### src/rtl/hilo_pkg.sv
// hilo_pkg
//   Shared definitions for the HI/LO multiply/divide unit:
//   operation encodings and the control FSM state type.
package hilo_pkg;

    localparam logic [1:0] OP_MULT  = 2'b00;
    localparam logic [1:0] OP_MULTU = 2'b01;
    localparam logic [1:0] OP_DIV   = 2'b10;
    localparam logic [1:0] OP_DIVU  = 2'b11;

    typedef enum logic [1:0] {
        IDLE = 2'd0,
        RUN  = 2'd1,
        FIX  = 2'd2
    } hilo_state_e;

endpackage

### src/rtl/hilo_muldiv_unit_if.sv
// hilo_muldiv_unit_if
//   Bundles the request, MT-write and result signals of the HI/LO unit.
//   master: the pipeline side (drives start/op/operands/mthi/mtlo/wdata)
//   slave : the HI/LO unit (drives busy/done/div_by_zero/hi_out/lo_out)
//
//   Handshake: a request is accepted on a rising edge where start=1 and
//   busy=0; start while busy=1 is dropped, never queued. done pulses for
//   exactly one cycle when the result has been written into HI/LO, and
//   div_by_zero is meaningful in that same cycle.
interface hilo_muldiv_unit_if #(
    parameter int WIDTH = 32
);
    logic             start;
    logic [1:0]       op;
    logic [WIDTH-1:0] src_a;
    logic [WIDTH-1:0] src_b;
    logic             mthi;
    logic             mtlo;
    logic [WIDTH-1:0] wdata;
    logic             busy;
    logic             done;
    logic             div_by_zero;
    logic [WIDTH-1:0] hi_out;
    logic [WIDTH-1:0] lo_out;

    modport master (
        output start, op, src_a, src_b, mthi, mtlo, wdata,
        input  busy, done, div_by_zero, hi_out, lo_out
    );

    modport slave (
        input  start, op, src_a, src_b, mthi, mtlo, wdata,
        output busy, done, div_by_zero, hi_out, lo_out
    );
endinterface

### src/rtl/hilo_iter_core.sv
// hilo_iter_core
//   Unsigned WIDTH-step iterative datapath.
//   Multiply: shift-add, {hi,lo} ends as the 2*WIDTH-bit product.
//   Divide  : restoring division, hi ends as remainder, lo as quotient.
// Ports:
//   clk, reset     clock, async active-high reset
//   load           capture a_mag/b_mag and clear the partial result
//   step           perform one iteration
//   is_div         selects divide (1) or multiply (0); held stable by caller
//   a_mag, b_mag   operand magnitudes (multiplicand/dividend, multiplier/divisor)
//   hi_raw, lo_raw unsigned result halves
module hilo_iter_core #(
    parameter int WIDTH = 32
) (
    input  logic             clk,
    input  logic             reset,
    input  logic             load,
    input  logic             step,
    input  logic             is_div,
    input  logic [WIDTH-1:0] a_mag,
    input  logic [WIDTH-1:0] b_mag,
    output logic [WIDTH-1:0] hi_raw,
    output logic [WIDTH-1:0] lo_raw
);

    logic [WIDTH-1:0] hi_q, hi_d;
    logic [WIDTH-1:0] lo_q, lo_d;
    logic [WIDTH-1:0] b_q, b_d;
    logic [WIDTH:0]   sum;
    logic [WIDTH:0]   shifted;
    logic [WIDTH:0]   diff;

    always_comb begin
        hi_d = hi_q;
        lo_d = lo_q;
        b_d  = b_q;
        // Multiply: add the multiplicand when the current multiplier bit
        // is set, then shift {carry,hi,lo} right by one.
        sum     = {1'b0, hi_q} + (lo_q[0] ? {1'b0, b_q} : '0);
        // Divide: bring the next dividend bit into the partial remainder.
        // A clear borrow bit means the trial subtraction fits.
        shifted = {hi_q, lo_q[WIDTH-1]};
        diff    = shifted - {1'b0, b_q};
        if (load) begin
            hi_d = '0;
            lo_d = a_mag;
            b_d  = b_mag;
        end else if (step) begin
            if (is_div) begin
                if (!diff[WIDTH]) begin
                    hi_d = diff[WIDTH-1:0];
                    lo_d = {lo_q[WIDTH-2:0], 1'b1};
                end else begin
                    hi_d = shifted[WIDTH-1:0];
                    lo_d = {lo_q[WIDTH-2:0], 1'b0};
                end
            end else begin
                hi_d = sum[WIDTH:1];
                lo_d = {sum[0], lo_q[WIDTH-1:1]};
            end
        end
    end

    always_ff @(posedge clk or posedge reset) begin
        if (reset) begin
            hi_q <= '0;
            lo_q <= '0;
            b_q  <= '0;
        end else begin
            hi_q <= hi_d;
            lo_q <= lo_d;
            b_q  <= b_d;
        end
    end

    assign hi_raw = hi_q;
    assign lo_raw = lo_q;

endmodule

### src/rtl/hilo_muldiv_unit.sv
// hilo_muldiv_unit
//   Architectural HI/LO registers with an iterative MULT/MULTU/DIV/DIVU
//   engine and MTHI/MTLO writes.
// Ports:
//   clk        rising-edge clock
//   reset      asynchronous active-high reset
//   bus        hilo_muldiv_unit_if.slave (request, MT writes, results)
//   dbg_state  current control FSM state
module hilo_muldiv_unit
    import hilo_pkg::*;
#(
    parameter int WIDTH = 32,
    parameter int CNT_W = $clog2(WIDTH) + 1
) (
    input  logic                    clk,
    input  logic                    reset,
    hilo_muldiv_unit_if.slave       bus,
    output hilo_state_e             dbg_state
);

    hilo_state_e        state_q, state_d;
    logic [CNT_W-1:0]   cnt_q, cnt_d;
    logic               is_div_q, is_div_d;
    logic               neg_q, neg_d;     // result (product/quotient) is negative
    logic               sa_q, sa_d;       // dividend was negative
    logic               bz_q, bz_d;       // divisor was zero
    logic [WIDTH-1:0]   hi_q, hi_d;
    logic [WIDTH-1:0]   lo_q, lo_d;
    logic               done_q, done_d;
    logic               dbz_q, dbz_d;

    logic               signed_op, a_neg, b_neg, load, step;
    logic [WIDTH-1:0]   a_mag, b_mag, hi_raw, lo_raw, quot_s, rem_s;
    logic [2*WIDTH-1:0] prod_s;

    // Signed ops are the ones with op[0]==0 (MULT, DIV).
    assign signed_op = ~bus.op[0];
    assign a_neg     = signed_op & bus.src_a[WIDTH-1];
    assign b_neg     = signed_op & bus.src_b[WIDTH-1];
    assign a_mag     = a_neg ? -bus.src_a : bus.src_a;
    assign b_mag     = b_neg ? -bus.src_b : bus.src_b;
    assign load      = (state_q == IDLE) && bus.start;
    assign step      = (state_q == RUN);

    hilo_iter_core #(.WIDTH(WIDTH)) u_core (
        .clk    (clk),
        .reset  (reset),
        .load   (load),
        .step   (step),
        .is_div (is_div_q),
        .a_mag  (a_mag),
        .b_mag  (b_mag),
        .hi_raw (hi_raw),
        .lo_raw (lo_raw)
    );

    // Remainder follows the dividend sign. With a zero divisor the core
    // leaves the dividend magnitude in hi, so rem_s reproduces src_a.
    assign prod_s = neg_q ? -{hi_raw, lo_raw} : {hi_raw, lo_raw};
    assign quot_s = neg_q ? -lo_raw : lo_raw;
    assign rem_s  = sa_q ? -hi_raw : hi_raw;

    always_comb begin
        state_d  = state_q;
        cnt_d    = cnt_q;
        is_div_d = is_div_q;
        neg_d    = neg_q;
        sa_d     = sa_q;
        bz_d     = bz_q;
        hi_d     = hi_q;
        lo_d     = lo_q;
        done_d   = 1'b0;
        dbz_d    = dbz_q;
        case (state_q)
            IDLE: begin
                if (bus.mthi) hi_d = bus.wdata;
                if (bus.mtlo) lo_d = bus.wdata;
                if (bus.start) begin
                    state_d  = RUN;
                    cnt_d    = '0;
                    is_div_d = bus.op[1];
                    neg_d    = a_neg ^ b_neg;
                    sa_d     = a_neg;
                    bz_d     = (bus.src_b == '0);
                end
            end
            RUN: begin
                cnt_d = cnt_q + CNT_W'(1);
                if (cnt_q == CNT_W'(WIDTH - 1)) state_d = FIX;
            end
            FIX: begin
                state_d = IDLE;
                done_d  = 1'b1;
                dbz_d   = 1'b0;
                if (is_div_q) begin
                    hi_d = rem_s;
                    if (bz_q) begin
                        lo_d  = '1;
                        dbz_d = 1'b1;
                    end else begin
                        lo_d = quot_s;
                    end
                end else begin
                    {hi_d, lo_d} = prod_s;
                end
            end
            default: state_d = IDLE;
        endcase
    end

    always_ff @(posedge clk or posedge reset) begin
        if (reset) begin
            state_q  <= IDLE;
            cnt_q    <= '0;
            is_div_q <= 1'b0;
            neg_q    <= 1'b0;
            sa_q     <= 1'b0;
            bz_q     <= 1'b0;
            hi_q     <= '0;
            lo_q     <= '0;
            done_q   <= 1'b0;
            dbz_q    <= 1'b0;
        end else begin
            state_q  <= state_d;
            cnt_q    <= cnt_d;
            is_div_q <= is_div_d;
            neg_q    <= neg_d;
            sa_q     <= sa_d;
            bz_q     <= bz_d;
            hi_q     <= hi_d;
            lo_q     <= lo_d;
            done_q   <= done_d;
            dbz_q    <= dbz_d;
        end
    end

    assign bus.busy        = (state_q != IDLE);
    assign bus.done        = done_q;
    assign bus.div_by_zero = dbz_q;
    assign bus.hi_out      = hi_q;
    assign bus.lo_out      = lo_q;
    assign dbg_state       = state_q;

endmodule

### src/flat_wrapper.sv
// flat-port wrapper written by rule: the top's interface ports become plain ports
module hilo_muldiv_unit_flat import hilo_pkg::*;
#(
    parameter int WIDTH = 32,
    parameter int CNT_W = $clog2(WIDTH) + 1
)
  (clk, reset, dbg_state, bus_start, bus_op, bus_src_a, bus_src_b, bus_mthi, bus_mtlo, bus_wdata, bus_busy, bus_done, bus_div_by_zero, bus_hi_out, bus_lo_out);
  hilo_muldiv_unit_if #(.WIDTH(WIDTH)) bus_i ();
  input  logic clk;
  input  logic reset;
  output hilo_state_e dbg_state;
  input wire logic [$bits(bus_i.start)-1:0] bus_start;
  input wire logic [$bits(bus_i.op)-1:0] bus_op;
  input wire logic [$bits(bus_i.src_a)-1:0] bus_src_a;
  input wire logic [$bits(bus_i.src_b)-1:0] bus_src_b;
  input wire logic [$bits(bus_i.mthi)-1:0] bus_mthi;
  input wire logic [$bits(bus_i.mtlo)-1:0] bus_mtlo;
  input wire logic [$bits(bus_i.wdata)-1:0] bus_wdata;
  output wire logic [$bits(bus_i.busy)-1:0] bus_busy;
  output wire logic [$bits(bus_i.done)-1:0] bus_done;
  output wire logic [$bits(bus_i.div_by_zero)-1:0] bus_div_by_zero;
  output wire logic [$bits(bus_i.hi_out)-1:0] bus_hi_out;
  output wire logic [$bits(bus_i.lo_out)-1:0] bus_lo_out;
  assign bus_i.start = bus_start;
  assign bus_i.op = bus_op;
  assign bus_i.src_a = bus_src_a;
  assign bus_i.src_b = bus_src_b;
  assign bus_i.mthi = bus_mthi;
  assign bus_i.mtlo = bus_mtlo;
  assign bus_i.wdata = bus_wdata;
  assign bus_busy = bus_i.busy;
  assign bus_done = bus_i.done;
  assign bus_div_by_zero = bus_i.div_by_zero;
  assign bus_hi_out = bus_i.hi_out;
  assign bus_lo_out = bus_i.lo_out;
  hilo_muldiv_unit #(.WIDTH(WIDTH), .CNT_W(CNT_W)) u_core (.clk(clk), .reset(reset), .bus(bus_i), .dbg_state(dbg_state));
endmodule
### config.mk
export PLATFORM = sky130hd
export DESIGN_NAME = hilo_muldiv_unit_flat
export DESIGN_NICKNAME = d
export VERILOG_FILES = /design/src/rtl/hilo_pkg.sv /design/src/rtl/hilo_muldiv_unit_if.sv /design/src/rtl/hilo_iter_core.sv /design/src/rtl/hilo_muldiv_unit.sv /design/src/flat_wrapper.sv
export SDC_FILE = /design/constraint.sdc
export NUM_CORES = 1
export LEC_CHECK = 0
export BUFFER_PORTS_ARGS = -buffer_cell sky130_fd_sc_hd__buf_4
export CORE_ASPECT_RATIO = 1.2
export CORE_MARGIN = 4
export CORE_UTILIZATION = 30
export DETAILED_ROUTE_END_ITERATION = 6
export PLACE_DENSITY = 0.45
export SETUP_SLACK_MARGIN = 0.4
export SKIP_CTS_REPAIR_TIMING = 1
export SKIP_LAST_GASP = 1
export SLEW_MARGIN = 15
export SYNTH_ARGS = -nofsm -noshare
export SYNTH_HDL_FRONTEND = slang
export SYNTH_SLANG_ARGS = --single-unit
### constraint.sdc
create_clock -name clk -period 14.3 [get_ports clk]
set_input_delay 3.575 -clock clk [delete_from_list [all_inputs] [get_ports clk]]
set_output_delay 3.575 -clock clk [all_outputs]
set_load 0.005 [all_outputs]
==> results of run 1 <==
[cell families after synthesis]
| kind of cell | count (synthesis) |
|---|---|
| AO/OA/AOI/OAI | 572 |
| XOR/XNOR | 172 |
| adder cells (fa/ha/maj) | 71 |
| buffers and inverters | 153 |
| flip-flops | 174 |
| multiplexers | 53 |
| AND/OR/NAND/NOR | 539 |
[routing by layer]
metal / global-route usage, % / share of wire, % / up-vias
met3: 2.79 / 4.5 / 72
met5: 0 / 0 / -
li1: - / - / 6439
met4: 7.13 / 3.0 / 0
met2: 33.2 / 47 / 338
met1: 27.2 / 46 / 6343
[report_power, final]
part / internal, mW / total [mW] / switching, mW
clock network: 0.318 / 0.557 / 0.239
registers: 0.743 / 1.11 / 0.371
logic: 1.23 / 2.85 / 1.62
[registers in the layout (all words and copies together), names as in the netlist, 2 cells and up]
name                  count
u_core.u_core.b_q        32
u_core.bus.lo_out        32
u_core.bus.hi_out        32
u_core.u_core.lo_raw     32
u_core.cnt_q              6
u_core.dbg_state          2
u_core.u_core.hi_raw     32
[cells in the mapped netlist, types with 7 or more instances]
| cell type | instances | area, um^2 |
|---|---|---|
| nand3_1 | 19 | 95.1 |
| a31oi_1 | 21 | 131 |
| nand2_1 | 214 | 803 |
| mux2i_1 | 52 | 521 |
| dfrtp_1 | 174 | 4350 |
| or3_1 | 21 | 131 |
| nor4_1 | 10 | 62.6 |
| and2_1 | 8 | 50.1 |
| o22ai_1 | 25 | 156 |
| o31ai_1 | 20 | 150 |
| inv_1 | 61 | 229 |
| clkbuf_1 | 77 | 289 |
| nor2_1 | 142 | 533 |
| a21o_1 | 26 | 195 |
| o21ai_0 | 200 | 1000 |
| or2_2 | 7 | 43.8 |
| xnor2_1 | 100 | 876 |
| nor3_1 | 34 | 170 |
| a21oi_1 | 127 | 636 |
| a22oi_1 | 16 | 120 |
| o21a_1 | 7 | 52.6 |
| a211oi_1 | 13 | 97.6 |
| nor2b_1 | 13 | 81.3 |
| xor2_1 | 71 | 622 |
| o211ai_1 | 45 | 338 |
| ha_1 | 69 | 863 |
| and3_1 | 15 | 93.8 |
| nand2b_1 | 22 | 138 |
| buf_1 | 9 | 33.8 |
| o21bai_1 | 10 | 75.1 |
[final timing paths]
path | slack [ns] | to | from | cells after the start
min in group asynchronous | 3.27 | u_core.u_core.lo_raw[14] | reset | 2
worst max register to register | 9.46 | u_core.u_core.hi_raw[24] | u_core.u_core.lo_raw[31] | 14
max in group asynchronous | 9.74 | u_core.u_core.hi_raw[22] | reset | 3
worst min-delay path | 0.48 | u_core.bus.hi_out[20] | u_core.bus.hi_out[20] | 2
worst max-delay path | 8.24 | u_core.u_core.lo_raw[28] | bus_src_a[6] | 11
worst min register to register | 0.48 | u_core.bus.hi_out[20] | u_core.bus.hi_out[20] | 2
[critical path: stages]
cell	delay, ns
buf_4	0.12
or3_1	0.40
nor3_1	0.20
nand3_1	0.24
nor4_1	0.42
nand3b_1	0.15
o41ai_1	0.63
nand2_1	0.22
a21oi_1	0.20
xor2_1	0.15
o21ai_0	0.08
[stage by stage]
stage                     power [mW]  util, %
final                           4.52     35.8
after global routing            4.92     35.8
after global placement          3.96     34.4
after CTS                       4.55     35.8
after floorplan                 3.06        -
after detailed placement        3.98     34.4
[layout make-up]
cell class                      instances  area (um^2)  area share, %
Clock buffer                           17          425           2.58
Tap cell                              616          771           4.67
Clock inverter                         15          248           1.50
Multi-Input combinational cell       1407         9070           54.9
Sequential cell                       174         4360           26.4
Inverter                               62          238           1.44
Timing Repair Buffer                  186         1400           8.46
Antenna cell                            1         2.50         0.0152
==> impl_metrics.csv, run 1 <==
group,metric,value,unit
synth,synth.cell_area,14000,um^2
clock_network,htree_levels,4,
drt,vias,13192,
synth,ys_types,80,
die,rows,86,
global_routing,grt_overflow,0,
sta,period_minus_slack,6.06,ns
outcome,status,"finished clean",
clock_network,cts_tree,"yes",
synth,synthSimpleGateAreaFrac,18.0,%
sta,period_share,42.4,%
die,io_pins,172,
placed_design,gp_congestion,0.898,
sta,relSlewSlack,35.3,%
die,die_h,244,um
placed_design,port_buffers,171,
sta,skew,0.00970,ns
synth,synth_top_family_by_area,"compound AO/OA/AOI/OAI gates",
synth,synth_edf_count,0,
sta,setup_tns,0,ns
global_routing,grt_pass1_vias,13219,
global_routing,antenna_found_initial,0,
finish,layout.cells.most_common_list,"nand2_1 (213), o21ai_0 (200), buf_4 (186)",
sta,setup_ws,8.24,ns
synth,ys_warn_count,0,
power,power_per_cell_area,274,nW/um^2
critical_path,cp.required,14.63,ns
global_routing,grt_max_degree,83,
finish,finalNetCount,2022,
drt,drt-total-wl,51.1,mm
synth,synth_fa_ha_area_share,6.46,%
drt,first_pass_iters,5,
clock_network,numCtsBuffers,17,
placed_design,dp.cells,2445,
synth,synthXorXnorAreaFrac,10.8,%
finish,fin_cells,2478,
finish,drive_gt1_share,13.8,%
finish,finish.instance_area,16500,um^2
placed_design,dpl-instance-area,15800,um^2
finish,fill_cells,4949,
critical_path,crit_type,"input port to flip-flop",
die,die_x,205,um
flow_run,maxCapViolCount,0,
clock_network,clk_latency,0.47,ns
placed_design,dp_slack,7.81,ns
synth,syn-instance-count,1734,
finish,area_growth,18.1,%
critical_path,worstSetupStartpointType,"input port",
drt,avgRoutedWirePerCell,20.6,um
sta,tightestPinTransition,0.968,ns
synth,synth_mux_area_share,3.80,%
sta,hold_viol_final,0,
sta,fmax,165,MHz
die,start_util,30.3,%
worst_hold_path,hold_class,"flip-flop to flip-flop",
synth,synth_seq_cells,174,
power,ir_worst_vdd,0.154,mV
synth,syn_nets,1908,
clock_network,root_buffer,"clkbuf_16",
critical_path,crit_fanout,4,
sta,grt_setup_unrepaired,"no",
clock_network,clock_tree.buffer_depth,2,
sta,whs,0.481,ns
sta,finalSetupViolCount,0,
critical_path,critPathArrivalTime,6.38,ns
die,core-area,46100,um^2
synth,synth_area_per_cell,8.06,um^2
synth,synth_flop_cell,"dfrtp_1",
global_routing,grt_pass1_wl,79.3,mm
sta,drv_slew,0,
placed_design,dp_hpwl,39.4,mm
synth,async_flop_share,100,%
drt,drtIter0Drc,790,
drt,viasPerCell,5.32,
global_routing,grtUsageTotal,20.2,%
clock_network,clkSinkCount,174,
drt,ant_nets,0,
synth,yosysSeqAreaShare,31.2,%
die,dieArea,50100,um^2
synth,synth-compound-area-share,25.5,%
finish,layout_commonest_cell,"nand2_1",
clock_network,clk_pin_slew_worst_paths,0.08,ns
critical_path,end_kind,"flip-flop",
power,leakagePower,7.13,nW
drt,drcViolationCount,0,
Power figures use the tool's default switching activity.
==> run 2: changes to the inputs <==
- clock period: 14.3 -> 5.79 ns (I/O delays scaled with it)
==> run 2 against run 1 <==
- cell count up 0.12%
- power is 140% higher
- first-iteration DRC count rose by 3.4%
- clock skew increased by 0.0086 ns
- die area is the same
- non-clock buffer count is 4 higher
- via count increased by 0.39%
- critical path type is now flip-flop to flip-flop
- critical endpoint is now u_core.u_core.hi_raw[5]
==> impl_metrics.csv, run 2 (same netlist as run 1, synthesis figures left out) <==
group,metric,value,unit
finish,layout_commonest_cell,"nand2_1",
finish,fill_cells,4919,
sta,setup_ws,1.51,ns
critical_path,crit_fanout,27,
drt,drcViolationCount,0,
sta,hold_viol_final,0,
critical_path,path_common_cell,"a211oi_1",
finish,finalNetCount,2026,
finish,area_growth,17.8,%
clock_network,clk_pin_slew_worst_paths,0.07,ns
power,ir_worst_vdd,0.288,mV
finish,drive_gt1_share,14.0,%
critical_path,worstSetupStartpointType,"flip-flop",
clock_network,clock_tree.buffer_depth,2,
drt,viasPerCell,5.34,
die,die_h,244,um
power,power_per_cell_area,669,nW/um^2
clock_network,clk_latency,0.47,ns
drt,drtIter0Drc,817,
worst_hold_path,min_from,"u_core.u_core.b_q[19]",
critical_path,cpMaxStageDelayCell,"xnor2_4",
die,start_util,30.3,%
critical_path,crit_type,"flip-flop to flip-flop",
finish,num_antenna_cells,0,
sta,relSlewSlack,32.2,%
critical_path,critPathArrivalTime,4.63,ns
drt,avgRoutedWirePerCell,20.6,um
sta,finalSetupViolCount,0,
die,rows,86,
placed_design,gp_congestion,0.853,
clock_network,cts_tree,"yes",
finish,post-route-util,35.8,%
critical_path,ff2ff_path_depth,14,
drt,ant_nets,0,
sta,drv_slew,0,
outcome,status,"finished clean",
die,die_x,205,um
drt,drt-total-wl,51.1,mm
critical_path,path_cells,"inv_1 -> ha_1 -> fa_1 -> nand2b_1 -> a211oi_1 -> o22a_2 -> a21boi_2 -> o41ai_4 -> a41oi_1 -> xnor2_4 -> buf_12 -> mux2i_1 -> a211oi_1 -> a31o_2",
placed_design,port_buffers,171,
placed_design,dp_slack,1.54,ns
sta,skew,0.0183,ns
placed_design,dp_hpwl,39.9,mm
drt,vias,13243,
sta,period_share,74.0,%
clock_network,htree_levels,4,
global_routing,grtUsageTotal,20.2,%
global_routing,grt_max_degree,74,
global_routing,grt_overflow,0,
critical_path,rr_startpoint,"u_core.u_core.lo_raw[31]",
critical_path,end_kind,"flip-flop",
power,leakagePower,7.11,nW
sta,setup_tns,0,ns
drt,first_pass_iters,7,
finish,layout.cells.most_common_list,"nand2_1 (213), o21ai_0 (200), buf_4 (189)",
global_routing,grt_pass1_wl,79.1,mm
die,io_pins,172,
critical_path,slowest_delay,0.60,ns
die,dieArea,50100,um^2
critical_path,cp.required,6.13,ns
critical_path,r2r_end,"u_core.u_core.hi_raw[5]",
clock_network,root_buffer,"clkbuf_16",
critical_path,rrSetupSlack,1.51,ns
sta,tightestPinTransition,1.01,ns
global_routing,antenna_found_initial,0,
clock_network,numCtsBuffers,17,
worst_hold_path,hold_class,"flip-flop to flip-flop",
clock_network,clkSinkCount,174,
global_routing,grt_pass1_vias,13010,
worst_hold_path,hold_end,"u_core.u_core.b_q[19]",
sta,fmax,233,MHz
sta,grt_setup_unrepaired,"no",
flow_run,maxCapViolCount,0,
sta,period_minus_slack,4.28,ns
worst_hold_path,worstHoldPathCells,2,
die,core-area,46100,um^2
[run 2: cell count changes in the layout (fill, tap and decap cells not counted)]
cell,change
buf_12,+1
buf_4,+3
bufinv_16,-3
clkbuf_1,+1
clkbuf_8,+1
clkinv_1,-1
clkinv_2,+1
clkinv_4,+2
clkinvlp_4,+2
diode_2,-1
inv_2,+1
inv_8,-4
[run 2: through the flow]
stage               total power, mW  area [um^2]  hold WS (ns)  instances
floorplan                      7.57        14000         0.450       1734
global placement               9.79        15900         0.462       2449
detailed placement             9.83        15900         0.471       2449
global route                   12.0        16500         0.511       2481
finish                         11.0        16500         0.479       2481
CTS                            11.1        16500         0.486       2481
[run 2: per-layer routing]
metal  vias to the layer above  global-route usage [%]  share of wire, %  wire (um)
met2                       319                    34.3                48      24700
met4                         0                    4.87               1.6        817
met1                      6414                    27.5                46      23500
li1                       6475                       -                 -          -
met3                        35                    2.27               4.2       2140
met5                         -                       0                 0          0
[run 2: how the worst max path moves through the flow]
| stage | startpoint | end | slack, ns | cells after the start |
|---|---|---|---|---|
| floorplan | bus_src_a[6] | u_core.u_core.lo_raw[28] | 2.10 | 10 |
| global placement | u_core.u_core.lo_raw[31] | u_core.u_core.hi_raw[3] | 1.60 | 14 |
| detailed placement | u_core.u_core.lo_raw[31] | u_core.u_core.hi_raw[3] | 1.54 | 14 |
| CTS | u_core.u_core.lo_raw[31] | u_core.u_core.hi_raw[5] | 1.49 | 14 |
| global route | u_core.u_core.lo_raw[31] | u_core.u_core.hi_raw[31] | 1.22 | 13 |
| finish | u_core.u_core.lo_raw[31] | u_core.u_core.hi_raw[5] | 1.51 | 14 |
[run 2: cell type report]
| cell class | instances | area [um^2] | area share, % |
|---|---|---|---|
| Multi-Input combinational cell | 1407 | 9070 | 55.1 |
| Sequential cell | 174 | 4360 | 26.5 |
| Timing Repair Buffer | 190 | 1440 | 8.74 |
| Tap cell | 616 | 771 | 4.68 |
| Clock buffer | 19 | 443 | 2.69 |
| Inverter | 62 | 236 | 1.44 |
| Clock inverter | 13 | 151 | 0.920 |
[run 2: worst max-delay path, delay by kind of cell (launching register included)]
kind                     cells  cell delay (ns)
AO/OA/AOI/OAI                7             1.62
adder cells (fa/ha/maj)      2             0.64
XOR/XNOR                     1             0.60
flip-flops                   1             0.49
buffers and inverters        2             0.40
multiplexers                 1             0.21
AND/OR/NAND/NOR              1             0.18
[run 2: where the power goes]
group / leakage (nW) / switching (mW) / internal (mW)
Sequential: 2.09 / 0.915 / 1.84
Combinational: 4.73 / 3.99 / 3.06
Clock: 0.289 / 0.559 / 0.656
==> run 3: changes to the inputs <==
- clock period: 5.79 -> 4.1 ns (I/O delays scaled with it)
==> run 3 against run 2 <==
- register-to-register slack worse by 0.91 ns
- clock skew decreased by 0.0071 ns
- power rose by 46%
- worst setup slack got worse by 0.91 ns
- cell count grew 1.5%
- critical path type unchanged
- sequential share of layout area fell by 0.64 points
- worst hold slack about the same
- fmax is 22% higher
- global-route usage about the same
- count of clock-buffer cells in the layout increased by 1
- non-clock buffer count rose by 36
- critical path depth grew 1
==> impl_metrics.csv, run 3 (same netlist as run 1, synthesis figures left out) <==
group,metric,value,unit
critical_path,slowest_delay,0.42,ns
power,leakagePower,7.33,nW
critical_path,cp.required,4.45,ns
critical_path,end_kind,"flip-flop",
finish,layout_commonest_cell,"buf_4",
die,die_h,244,um
critical_path,path_cells,"and2_1 -> ha_1 -> inv_1 -> fa_1 -> nor2b_2 -> o31a_1 -> o31ai_4 -> a211oi_2 -> buf_4 -> o21ai_1 -> a21oi_2 -> buf_4 -> o2111ai_1 -> o211a_1 -> a2111oi_4",
worst_hold_path,hold_class,"flip-flop to flip-flop",
clock_network,clk_latency,0.46,ns
die,die_x,205,um
sta,grt_setup_unrepaired,"yes",
sta,period_minus_slack,3.51,ns
critical_path,critPathArrivalTime,3.86,ns
drt,viasPerCell,5.31,
global_routing,grt_pass1_wl,79.0,mm
power,power_per_cell_area,954,nW/um^2
drt,ant_nets,0,
global_routing,antenna_found_initial,0,
clock_network,htree_levels,4,
placed_design,port_buffers,171,
sta,period_share,85.5,%
critical_path,cp_top_family,"compound AO/OA/AOI/OAI gates",
sta,setup_ws,0.593,ns
sta,finalSetupViolCount,0,
critical_path,cp.buffers_inverters,3,
placed_design,dp_hpwl,40.8,mm
finish,finalNetCount,2062,
sta,setup_tns,0,ns
die,dieArea,50100,um^2
finish,area_growth,20.8,%
die,start_util,30.3,%
drt,drtIter0Drc,899,
global_routing,grt_pass1_vias,13261,
critical_path,crit_type,"flip-flop to flip-flop",
clock_network,root_buffer,"clkbuf_16",
global_routing,grtUsageTotal,20.2,%
global_routing,grt_overflow,0,
critical_path,path_common_cell,"buf_4",
power,p_seq_share,23.1,%
sta,hold_viol_final,0,
power,pwr-share-clk,11.1,%
power,ir_worst_vdd,0.390,mV
clock_network,clk_pin_slew_worst_paths,0.07,ns
die,io_pins,172,
sta,skew,0.0112,ns
drt,drcViolationCount,0,
drt,vias,13383,
finish,fill_cells,4914,
flow_run,maxCapViolCount,0,
placed_design,gp_congestion,0.880,
sta,drv_slew,0,
power,switching_share,49.0,%
clock_network,clock_tree.buffer_depth,2,
critical_path,crit_fanout,5,
drt,avgRoutedWirePerCell,20.5,um
critical_path,cpMaxStageDelayCell,"dfrtp_1",
finish,layout.cells.most_common_list,"buf_4 (222), nand2_1 (213), o21ai_0 (198)",
outcome,status,"finished clean",
critical_path,worstSetupStartpointType,"flip-flop",
power,p_comb_share,65.8,%
placed_design,dpl-instance-area,16200,um^2
sta,tightestPinTransition,1.01,ns
power,switchingPower,7.89,mW
finish,drive_gt1_share,16.3,%
drt,drt-total-wl,51.7,mm
global_routing,grt_max_degree,67,
placed_design,dp_slack,0.271,ns
drt,first_pass_iters,5,
sta,fmax,285,MHz
clock_network,numCtsBuffers,17,
finish,post-route-util,36.6,%
clock_network,clkSinkCount,174,
die,core-area,46100,um^2
power,p_int,8.20,mW
die,rows,86,
finish,finish.instance_area,16900,um^2
sta,relSlewSlack,32.3,%
critical_path,rrSetupSlack,0.59,ns
clock_network,cts_tree,"yes",
## run 3: cell types whose count changed in the layout (fill, tap and decap cells not counted), sizes merged
cell,delta
inv,-2
clkinv,+1
clkinvlp,-1
clkbuf,+1
bufinv,+1
diode,+1
buf,+36
## run 3: final timing paths
check	from	end	depth (start not counted)
hold / removal	u_core.bus.lo_out[3]	u_core.bus.lo_out[3]	2
hold reg to reg	u_core.bus.lo_out[3]	u_core.bus.lo_out[3]	2
setup / recovery	u_core.u_core.lo_raw[0]	u_core.u_core.hi_raw[31]	15
setup reg to reg	u_core.u_core.lo_raw[0]	u_core.u_core.hi_raw[31]	15
max in group asynchronous	reset	u_core.u_core.hi_raw[0]	3
min in group asynchronous	reset	u_core.u_core.hi_raw[27]	2
## run 3: power groups by stage
stage	Sequential, mW	Combinational (mW)	Clock [mW]
6_report	3.71	10.6	1.79
5_1_grt	3.84	11.7	1.90
4_1_cts	3.71	10.5	1.84
3_5_place_dp	3.74	10.5	0
3_3_place_gp	3.71	10.4	0
2_1_floorplan	3.30	7.40	0
## run 3: final cells by class
cell class	instances	area [um^2]	share of cell area (%)
clock buffer	20	467	2.77
tap	616	771	4.57
clock inverter	12	158	0.934
multi-input combinational	1407	9140	54.2
sequential	174	4360	25.8
inverter	62	236	1.40
timing repair buffer	226	1750	10.3
antenna	1	2.50	0.0148
## run 3: per-stage QoR
step | instances | total power, mW | hold slack (ns)
floorplan | 1734 | 10.7 | 0.450
global placement | 2483 | 14.1 | 0.463
detailed placement | 2483 | 14.2 | 0.472
CTS | 2515 | 16.0 | 0.488
global route | 2517 | 17.5 | 0.512
finish | 2518 | 16.1 | 0.480
## run 3: metal layers
layer	global-route usage, %	part of all wire (%)	wire length [um]
met1	27.1	46	23600
met2	33.9	47	24600
met3	2.65	4.4	2280
met4	6.23	2.4	1260
met5	0	0	0
## run 3: worst register-to-register path: cells and delay by family (launching register included)
kind | cells | cell delay [ns]
AO/OA/AOI/OAI | 8 | 1.69
adder cells (fa/ha/maj) | 2 | 0.63
buffers and inverters | 3 | 0.38
flip-flops | 1 | 0.42
AND/OR/NAND/NOR | 2 | 0.30
